==> src/rtl/treeval_loader.sv <==
// Host-side sequencer for the tree-evaluation engine: loads node records,
// kicks the engine, counts passes and returns the root reward/action.
module treeval_loader #(
  parameter int W_ADDR         = 10,
  parameter int W_REWARD       = 10,
  parameter int W_ACTION       = 3,
  parameter int W_WEIGHT       = 8,
  parameter int W_PASSES       = 4,
  parameter int TIMEOUT_CYCLES = 65535
) (
  input  logic                clk,
  input  logic                rst,
  input  logic                cmd_start,
  input  logic [W_ADDR-1:0]   cmd_nodes,
  input  logic [W_PASSES-1:0] cmd_passes,
  input  logic                rec_valid,
  output logic                rec_ready,
  input  logic [31:0]         rec_data,
  output logic                tv_rst,
  output logic                tv_mem_weight,
  output logic                tv_mem_par,
  output logic                tv_mem_rew,
  output logic                tv_mem_act,
  output logic [W_ADDR-1:0]   tv_mem_addr,
  output logic [W_ADDR-1:0]   tv_mem_data,
  output logic                tv_conf_nodes,
  output logic [W_ADDR-1:0]   tv_conf_data,
  input  logic                tv_exp_change,
  input  logic [W_REWARD-1:0] tv_exp,
  input  logic [W_ACTION-1:0] tv_act,
  output logic                res_valid,
  input  logic                res_ready,
  output logic [W_REWARD-1:0] res_exp,
  output logic [W_ACTION-1:0] res_act,
  output logic                busy,
  output logic [1:0]          err
);

  localparam int W_TO = $clog2(TIMEOUT_CYCLES + 1);
  localparam logic [W_TO-1:0] TO_LAST = W_TO'(TIMEOUT_CYCLES - 1);

  localparam logic [2:0] S_IDLE   = 3'd0;
  localparam logic [2:0] S_CONF   = 3'd1;
  localparam logic [2:0] S_LOAD   = 3'd2;
  localparam logic [2:0] S_WRITE  = 3'd3;
  localparam logic [2:0] S_KICK   = 3'd4;
  localparam logic [2:0] S_RUN    = 3'd5;
  localparam logic [2:0] S_RESULT = 3'd6;
  localparam logic [2:0] S_ERROR  = 3'd7;

  logic [2:0]          state;
  logic [W_ADDR-1:0]   nodes;
  logic [W_PASSES-1:0] passes;
  logic [W_ADDR-1:0]   addr;
  logic [1:0]          beat;
  logic [31:0]         rec;
  logic [W_PASSES:0]   pcnt;
  logic [W_TO-1:0]     tcnt;
  logic                hit;
  logic                root;

  assign hit  = tv_exp_change && (pcnt == {1'b0, passes});
  assign root = (addr == '0);

  always_ff @(posedge clk) begin
    if (rst) begin
      state     <= S_IDLE;
      nodes     <= '0;
      passes    <= '0;
      addr      <= '0;
      beat      <= '0;
      rec       <= '0;
      pcnt      <= '0;
      tcnt      <= '0;
      res_valid <= 1'b0;
      res_exp   <= '0;
      res_act   <= '0;
      err       <= 2'b00;
    end else begin
      unique case (state)
        S_IDLE, S_ERROR: begin
          if (cmd_start) begin
            if (cmd_nodes < W_ADDR'(2)) begin
              err   <= 2'b01;
              state <= S_ERROR;
            end else begin
              err    <= 2'b00;
              nodes  <= cmd_nodes;
              passes <= (cmd_passes == '0) ? W_PASSES'(1) : cmd_passes;
              state  <= S_CONF;
            end
          end
        end
        S_CONF: begin
          addr  <= '0;
          state <= S_LOAD;
        end
        S_LOAD: begin
          if (rec_valid) begin
            rec   <= rec_data;
            beat  <= 2'd0;
            state <= S_WRITE;
          end
        end
        S_WRITE: begin
          beat <= beat + 2'd1;
          if (beat == 2'd3) begin
            if (addr == nodes - W_ADDR'(1)) begin
              state <= S_KICK;
            end else begin
              addr  <= addr + W_ADDR'(1);
              state <= S_LOAD;
            end
          end
        end
        S_KICK: begin
          pcnt  <= '0;
          tcnt  <= '0;
          state <= S_RUN;
        end
        S_RUN: begin
          // first pulse after the kick is pre-computation, hence passes+1
          if (tv_exp_change) pcnt <= pcnt + 1'b1;
          tcnt <= tcnt + 1'b1;
          if (hit) begin
            res_exp   <= tv_exp;
            res_act   <= tv_act;
            res_valid <= 1'b1;
            state     <= S_RESULT;
          end else if (tcnt == TO_LAST) begin
            err   <= 2'b10;
            state <= S_ERROR;
          end
        end
        S_RESULT: begin
          if (res_ready) begin
            res_valid <= 1'b0;
            state     <= S_IDLE;
          end
        end
      endcase
    end
  end

  always_comb begin
    tv_mem_weight = 1'b0;
    tv_mem_par    = 1'b0;
    tv_mem_rew    = 1'b0;
    tv_mem_act    = 1'b0;
    tv_mem_addr   = '0;
    tv_mem_data   = '0;
    tv_conf_nodes = 1'b0;
    tv_conf_data  = '0;
    if (!rst && state == S_CONF) begin
      tv_conf_nodes = 1'b1;
      tv_conf_data  = nodes;
    end
    if (!rst && state == S_WRITE) begin
      tv_mem_addr = addr;
      unique case (beat)
        2'd0: begin
          tv_mem_weight = 1'b1;
          tv_mem_data   = root ? '0 : W_ADDR'(rec[W_WEIGHT-1:0]);
        end
        2'd1: begin
          tv_mem_par  = 1'b1;
          tv_mem_data = root ? '1 : W_ADDR'(rec[22 +: W_ADDR]);
        end
        2'd2: begin
          tv_mem_rew  = 1'b1;
          tv_mem_data = W_ADDR'(rec[8 +: W_REWARD]);
        end
        2'd3: begin
          tv_mem_act  = 1'b1;
          tv_mem_data = W_ADDR'({rec[18], rec[19 +: W_ACTION]});
        end
      endcase
    end
  end

  assign rec_ready = !rst && (state == S_LOAD);
  assign tv_rst    = rst || (state == S_KICK);
  assign busy      = !rst && (state >= S_CONF) && (state <= S_RESULT);

endmodule

==> config.mk <==
export PLATFORM = sky130hd
export DESIGN_NAME = treeval_loader
export DESIGN_NICKNAME = d
export VERILOG_FILES = /design/src/rtl/treeval_loader.sv
export SDC_FILE = /design/constraint.sdc
export NUM_CORES = 1
export LEC_CHECK = 0
export CORE_MARGIN = 2
export CORE_UTILIZATION = 39
export CTS_CLUSTER_DIAMETER = 200
export DETAILED_ROUTE_END_ITERATION = 6
export GPL_ROUTABILITY_DRIVEN = 0
export GPL_TIMING_DRIVEN = 0
export PLACE_DENSITY_LB_ADDON = 0.05
export SYNTH_ARGS = -nofsm -noshare
export SYNTH_HDL_FRONTEND = slang
export SYNTH_SLANG_ARGS = --single-unit
==> constraint.sdc <==
create_clock -name clk -period 2.3 [get_ports clk]
set_input_delay 0.69 -clock clk [delete_from_list [all_inputs] [get_ports clk]]
set_output_delay 0.69 -clock clk [all_outputs]
set_load 0.03 [all_outputs]
==> results.json, run 1 <==
{
  "status": "finished, violations left",
  "violations": "negative setup slack",
  "cp_max_fo": 7,
  "io_pins": 119,
  "synth_flop_cell": "dfxtp_1",
  "grt_pass1_vias": 5432,
  "p_sw_frac": 0.382,
  "seqPwrFrac": 0.308,
  "cpPeakStageDelay_ns": 0.33,
  "worst_slack_ns": -0.508,
  "post-dp-hpwl_um": 12100,
  "antenna_found_initial": 0,
  "clk_pin_slew_ns": 0.07,
  "fp.coreArea_sq_mm": 0.0131,
  "drive_above_1_share": 0.264,
  "nNetsFinal": 932,
  "synthTopCellsByArea": "dfxtp_1, nand2_1, a21oi_1",
  "crit_family": "simple AND/OR/NAND/NOR gates",
  "numCtsBuffers": 9,
  "p_per_area_mw_per_mm2": 822,
  "slew_headroom": 0.553,
  "finClkSkew_ns": 0.00650,
  "hold_path.class": "reg2reg",
  "vias": 5616,
  "startpoint_type": "flip-flop",
  "placedCellCount": 982,
  "rsz0062_at_grt": "yes",
  "worstReg2RegEnd": "addr[1]$_SDFFE_PP0P_",
  "fin_cells": 1036,
  "power_switching_w": 0.00255,
  "min_period_ns": 2.81,
  "fmax_ghz": 0.356,
  "clockRootBuffer": "clkbuf_16",
  "clk_latency_ns": 0.36,
  "synth_edf_count": 0,
  "regArea_sq_mm": 0.00198,
  "syn_nets": 764,
  "stdcell_area_sq_mm": 0.00813,
  "multi_input_area_sq_mm": 0.00354,
  "critical_path_class": "reg2out",
  "synthToLayoutAreaGrowth_pct": 56.0,
  "worstRegToRegCells": 11,
  "drt-initial-drc-count": 267,
  "grt_pass1_wl_um": 27700,
  "post_dp_cell_area_sq_mm": 0.00689,
  "fp.dieH_um": 120,
  "worstPathArrival_ns": 2.12,
  "placementRows": 42,
  "required_ns": 1.61,
  "ant_nets": 0,
  "maxCapViolations": 0,
  "peakVddDrop_v": 0.000461,
  "viasPerCell": 5.42,
  "cts_tree": "built",
  "avgRoutedWirePerCell_um": 16.8,
  "hp-start": "res_act[1]$_SDFFE_PP0P_",
  "synth.yosys.seq_area_share": 0.376,
  "p_leak_nw": 2.90,
  "yosysTopAreaCell": "dfxtp_1",
  "start_util": 0.397,
  "synth_cell_types": 63,
  "synth_top_area_frac": 0.376,
  "clk_path_buf_depth": 2,
  "finalSetupViolations": 37,
  "hold_violations": 0,
  "htreeDepth": 3,
  "n_fill_cell": 1165,
  "die-area_sq_mm": 0.0143,
  "cpMostUsedCell": "buf_8",
  "grt_max_degree": 16,
  "syn_area_sq_mm": 0.00521,
  "cp-end-kind": "output pin",
  "p_clk_frac": 0.232,
  "die-width_um": 120,
  "antenna_cells": 0,
  "syn_area_per_cell_sq_um": 7.57,
  "synth_seq_cells": 98,
  "drc": 0,
  "tightestPinTransition_ns": 0.671,
  "finalCritPeriodShare": 1.22,
  "min_to": "res_act[1]$_SDFFE_PP0P_",
  "synth_warnings": 0,
  "async_flop_share": 0,
  "r2r_slack_ns": -0.04,
  "finalMaxSlewViolations": 0,
  "crit_chain": "buf_8, nor4_4, and4b_2, buf_8, o21ai_4, a221oi_4, buf_6",
  "syn_inst": 688,
  "cp_num_buf_inv": 3,
  "cts_sinks": 98,
  "critPathSlowestCell": "and4b_2",
  "wirelength_um": 17400,
  "drt_first_pass_iters": 5,
  "grt_util_all_layers": 0.244,
  "overflow": 0,
  "io_buffers": 118,
  "rr_startpoint": "nodes[0]$_SDFFE_PP0P_",
  "whs_path_depth": 2,
  "combinationalPowerShare": 0.460,
  "p_int_w": 0.00413
}
worst min-delay path, stage by stage (launching register included):
cell,delay (ns)
dfxtp_1,0.31
nand2_1,0.05
a21oi_1,0.05
placed cells by master, fill, tap and decap left out, types with 5 or more instances in the layout:
master	instances
nand2_1	136
dfxtp_1	88
a21oi_1	84
clkdlybuf4s50_1	78
buf_6	45
nand3_1	40
nor2_1	37
buf_4	35
clkbuf_1	24
and2_4	16
inv_1	15
clkbuf_16	14
nor3_1	10
nand4_1	9
xnor2_1	9
ha_1	9
clkbuf_8	8
a221oi_4	8
buf_8	7
o21ai_4	7
nand2b_1	7
dfxtp_2	7
nor4_4	6
and3_1	6
o21ai_0	6
nor2_4	5
clkbuf_2	5
xor2_1	5
or2_2	5
mux2i_1	5
a311oi_1	5
metal layers:
layer	GRT usage	vias to the layer above	routed length (um)
met5	0	-	0
met4	0.0875	0	407
met3	0.0461	35	832
met2	0.411	132	8540
met1	0.311	2698	7650
li1	-	2751	-
cell type report:
cell class	instances	share of cell area
buffer	47	0.0499
clock buffer	11	0.0299
timing repair buffer	161	0.199
tap	176	0.0271
multi-input combinational	522	0.435
sequential	98	0.244
clock inverter	4	0.00646
inverter	17	0.00846
state kept, by name (all words and copies together), names as in the netlist:
name,cells
res_act,3
pcnt,5
addr,10
state,3
passes,4
nodes,10
err,2
beat,2
tcnt,16
rec,32
res_exp,10
res_valid,1
kinds of logic (layout without fill, tap and decap cells):
| group | count (synthesis) | after routing | share of synthesized area |
|---|---|---|---|
| multiplexers | 7 | 7 | 0.0161 |
| AND/OR/NAND/NOR | 329 | 329 | 0.304 |
| XOR/XNOR | 15 | 15 | 0.0252 |
| flip-flops | 98 | 98 | 0.376 |
| AO/OA/AOI/OAI | 160 | 160 | 0.188 |
| adder cells (fa/ha/maj) | 11 | 11 | 0.0264 |
| buffers and inverters | 68 | 240 | 0.0634 |
timing repair:
action                     CTS  global route
pin swaps                   24            31
hold buffers                 0             0
resized for setup          359            75
cloned                       3             1
hold endpoints to repair     0             0
setup endpoints to repair   65            71
buffers inserted            23            18
power groups by stage:
stage          clock network [W]  logic, W  registers, W
5_1_grt                  0.00163   0.00330       0.00208
4_1_cts                  0.00157   0.00275       0.00204
3_3_place_gp                   0   0.00219       0.00204
6_report                 0.00155   0.00307       0.00206
2_1_floorplan                  0   0.00158       0.00203
3_5_place_dp                   0   0.00223       0.00204
worst max path at each step:
stage | from | endpoint | depth (start not counted)
after floorplan | rst | tv_conf_data[0] | 3
after global placement | rst | tv_conf_data[1] | 5
after detailed placement | rst | tv_conf_data[1] | 5
after CTS | addr[5]$_SDFFE_PP0P_ | tv_mem_data[4] | 7
after global routing | addr[6]$_SDFFE_PP0P_ | tv_mem_data[7] | 7
final | addr[6]$_SDFFE_PP0P_ | tv_mem_data[4] | 7
through the flow:
stage	TNS, ns	worst slack [ns]	power, W	utilization	hold slack (ns)
detailed placement	-71.21	-1.55	0.00427	0.524	0.443
global placement	-66.93	-1.48	0.00423	0.524	0.439
global route	-8.16	-0.583	0.00701	0.619	0.470
CTS	-5.92	-0.539	0.00636	0.596	0.452
floorplan	-0.624	-0.112	0.00361	-	0.433
finish	-5.57	-0.508	0.00668	0.619	0.451
synthesized netlist by cell type, types with 5 or more instances:
library cell / number
a311oi_1: 5
nor2_1: 44
and2_1: 20
a31oi_1: 5
and3_1: 7
mux2i_1: 5
xnor2_1: 10
nand2b_1: 11
o21ai_0: 19
ha_1: 11
nor4_1: 9
nand3_1: 44
xor2_1: 5
nand2_1: 137
inv_1: 17
nor3_1: 15
nand4_1: 9
clkbuf_8: 6
nor2b_1: 5
a21oi_1: 86
clkbuf_1: 42
a221oi_1: 12
or2_2: 6
dfxtp_1: 98
No activity file was read; power rests on OpenSTA's default activity.
==> run 2, diff against run 1 <==
==> constraint.sdc (replaced) <==
create_clock -name clk -period 3.4 [get_ports clk]
set_input_delay 1.02 -clock clk [delete_from_list [all_inputs] [get_ports clk]]
set_output_delay 1.02 -clock clk [all_outputs]
set_load 0.005 [all_outputs]
==> run 2 against run 1 <==
The flow now finishes without violations. Routed wire length decreased by 7.5%. Total power down 43%. Combinational power shrank 55%. Flip-flop and latch count unchanged. Die area stayed put. Via count shrank 4.5%. Final cell count down 3.5%. Global-route usage decreased by 2.0 points. Critical endpoint is now tv_mem_data[7]. Largest cell class unchanged.
==> results.json, run 2 (same netlist as run 1, synthesis figures left out) <==
{
  "numCtsBuffers": 9,
  "fin_cells": 1000,
  "io_buffers": 118,
  "final_cell_mix": "nand2_1, clkdlybuf4s50_1, dfxtp_1",
  "regArea_sq_mm": 0.00197,
  "p_per_area_mw_per_mm2": 541,
  "whs_ns": 0.456,
  "die-area_sq_mm": 0.0143,
  "vias": 5365,
  "slew_headroom": 0.332,
  "avgRoutedWirePerCell_um": 16.1,
  "min_period_ns": 3.33,
  "placementRows": 42,
  "viasPerCell": 5.37,
  "htreeDepth": 3,
  "largest_reg_flops": 32,
  "required_ns": 2.38,
  "hold_violations": 0,
  "layout_commonest_cell": "nand2_1",
  "drc": 0,
  "ant_nets": 0,
  "fp.coreArea_sq_mm": 0.0131,
  "cts_hold_buf": 0,
  "grt_max_degree": 18,
  "multi_input_area_sq_mm": 0.00301,
  "finalSetupViolations": 0,
  "peakVddDrop_v": 0.000272,
  "fmax_ghz": 0.300,
  "critical_path_class": "in2out",
  "drt-initial-drc-count": 317,
  "antenna_cells": 0,
  "synthToLayoutAreaGrowth_pct": 35.7,
  "p_leak_nw": 2.49,
  "clk_pin_slew_ns": 0.07,
  "finalCritPeriodShare": 0.979,
  "cts_tree": "built",
  "placedCellCount": 982,
  "antenna_found_initial": 0,
  "regMostFlops": "rec",
  "grt_util_all_layers": 0.224,
  "start_util": 0.397,
  "overflow": 0,
  "hold_path.class": "reg2reg",
  "drive_above_1_share": 0.0947,
  "fp.dieH_um": 120,
  "nNetsFinal": 895,
  "tightestPinTransition_ns": 0.994,
  "die-width_um": 120,
  "rsz0062_at_grt": "no",
  "cp-end-kind": "output pin",
  "wirelength_um": 16100,
  "clockRootBuffer": "clkbuf_16",
  "grt_pass1_vias": 5010,
  "post-place-ws_ns": -0.972,
  "worstPathArrival_ns": 2.31,
  "largest_registers": "rec (32), tcnt (16)",
  "status": "completed",
  "post-dp-hpwl_um": 12000,
  "grt_pass1_wl_um": 25400,
  "n_fill_cell": 1261,
  "maxCapViolations": 0,
  "finalMaxSlewViolations": 0,
  "cts_sinks": 98,
  "startpoint_type": "primary input",
  "drt_first_pass_iters": 5,
  "clk_path_buf_depth": 2,
  "io_pins": 119,
  "cp_max_fo": 10,
  "finClkSkew_ns": 0.00981,
  "tns_ns": 0,
  "worst_slack_ns": 0.0714,
  "clk_latency_ns": 0.35
}
[run 2: metal layers]
metal,GRT usage,vias up,share of wire
met1,0.302,2519,0.46
met3,0.0366,23,0.051
met5,0,-,0
met2,0.358,155,0.47
met4,0.0882,0,0.021
li1,-,2668,-
[run 2: where the power goes]
part,switching [W],internal [W]
Clock,0.000473,0.000600
Combinational,0.000826,0.000556
Sequential,0.000111,0.00126
[run 2: cell type report]
class,count,share of cell area
sequential,98,0.279
tap,176,0.0312
buffer,45,0.0402
inverter,17,0.00903
timing repair buffer,126,0.171
multi-input combinational,522,0.426
clock inverter,6,0.0103
clock buffer,10,0.0338
[run 2: repair_timing]
action	4_1_cts	5_1_grt
resized for setup	56	13
endpoints found under the setup margin	38	19
pin swaps	4	5
buffers inserted	6	2
hold endpoints to repair	0	0
cloned	0	0
[run 2: worst paths after layout]
check                                          endpoint  slack [ns]                    start  depth (start not counted)
worst max-delay path                     tv_mem_data[7]        0.07                      rst                          6
worst min register to register  res_act[2]$_SDFFE_PP0P_        0.46  res_act[2]$_SDFFE_PP0P_                          2
worst max register to register     addr[8]$_SDFFE_PP0P_        0.75    nodes[0]$_SDFFE_PP0P_                         10
worst min-delay path            res_act[2]$_SDFFE_PP0P_        0.46  res_act[2]$_SDFFE_PP0P_                          2
[run 2: critical path: stages]
cell and delay, ns:
buf_2 0.17, nand2b_4 0.18, or2_4 0.26, clkbuf_8 0.18, a221oi_1 0.24, clkdlybuf4s15_1 0.25
[run 2: stage by stage]
step / instance area, sq um / total power (W) / util
floorplan: 5210 / 0.00228 / -
global placement: 6610 / 0.00269 / 0.503
detailed placement: 6610 / 0.00271 / 0.503
CTS: 7060 / 0.00383 / 0.537
global route: 7070 / 0.00405 / 0.538
finish: 7070 / 0.00383 / 0.538
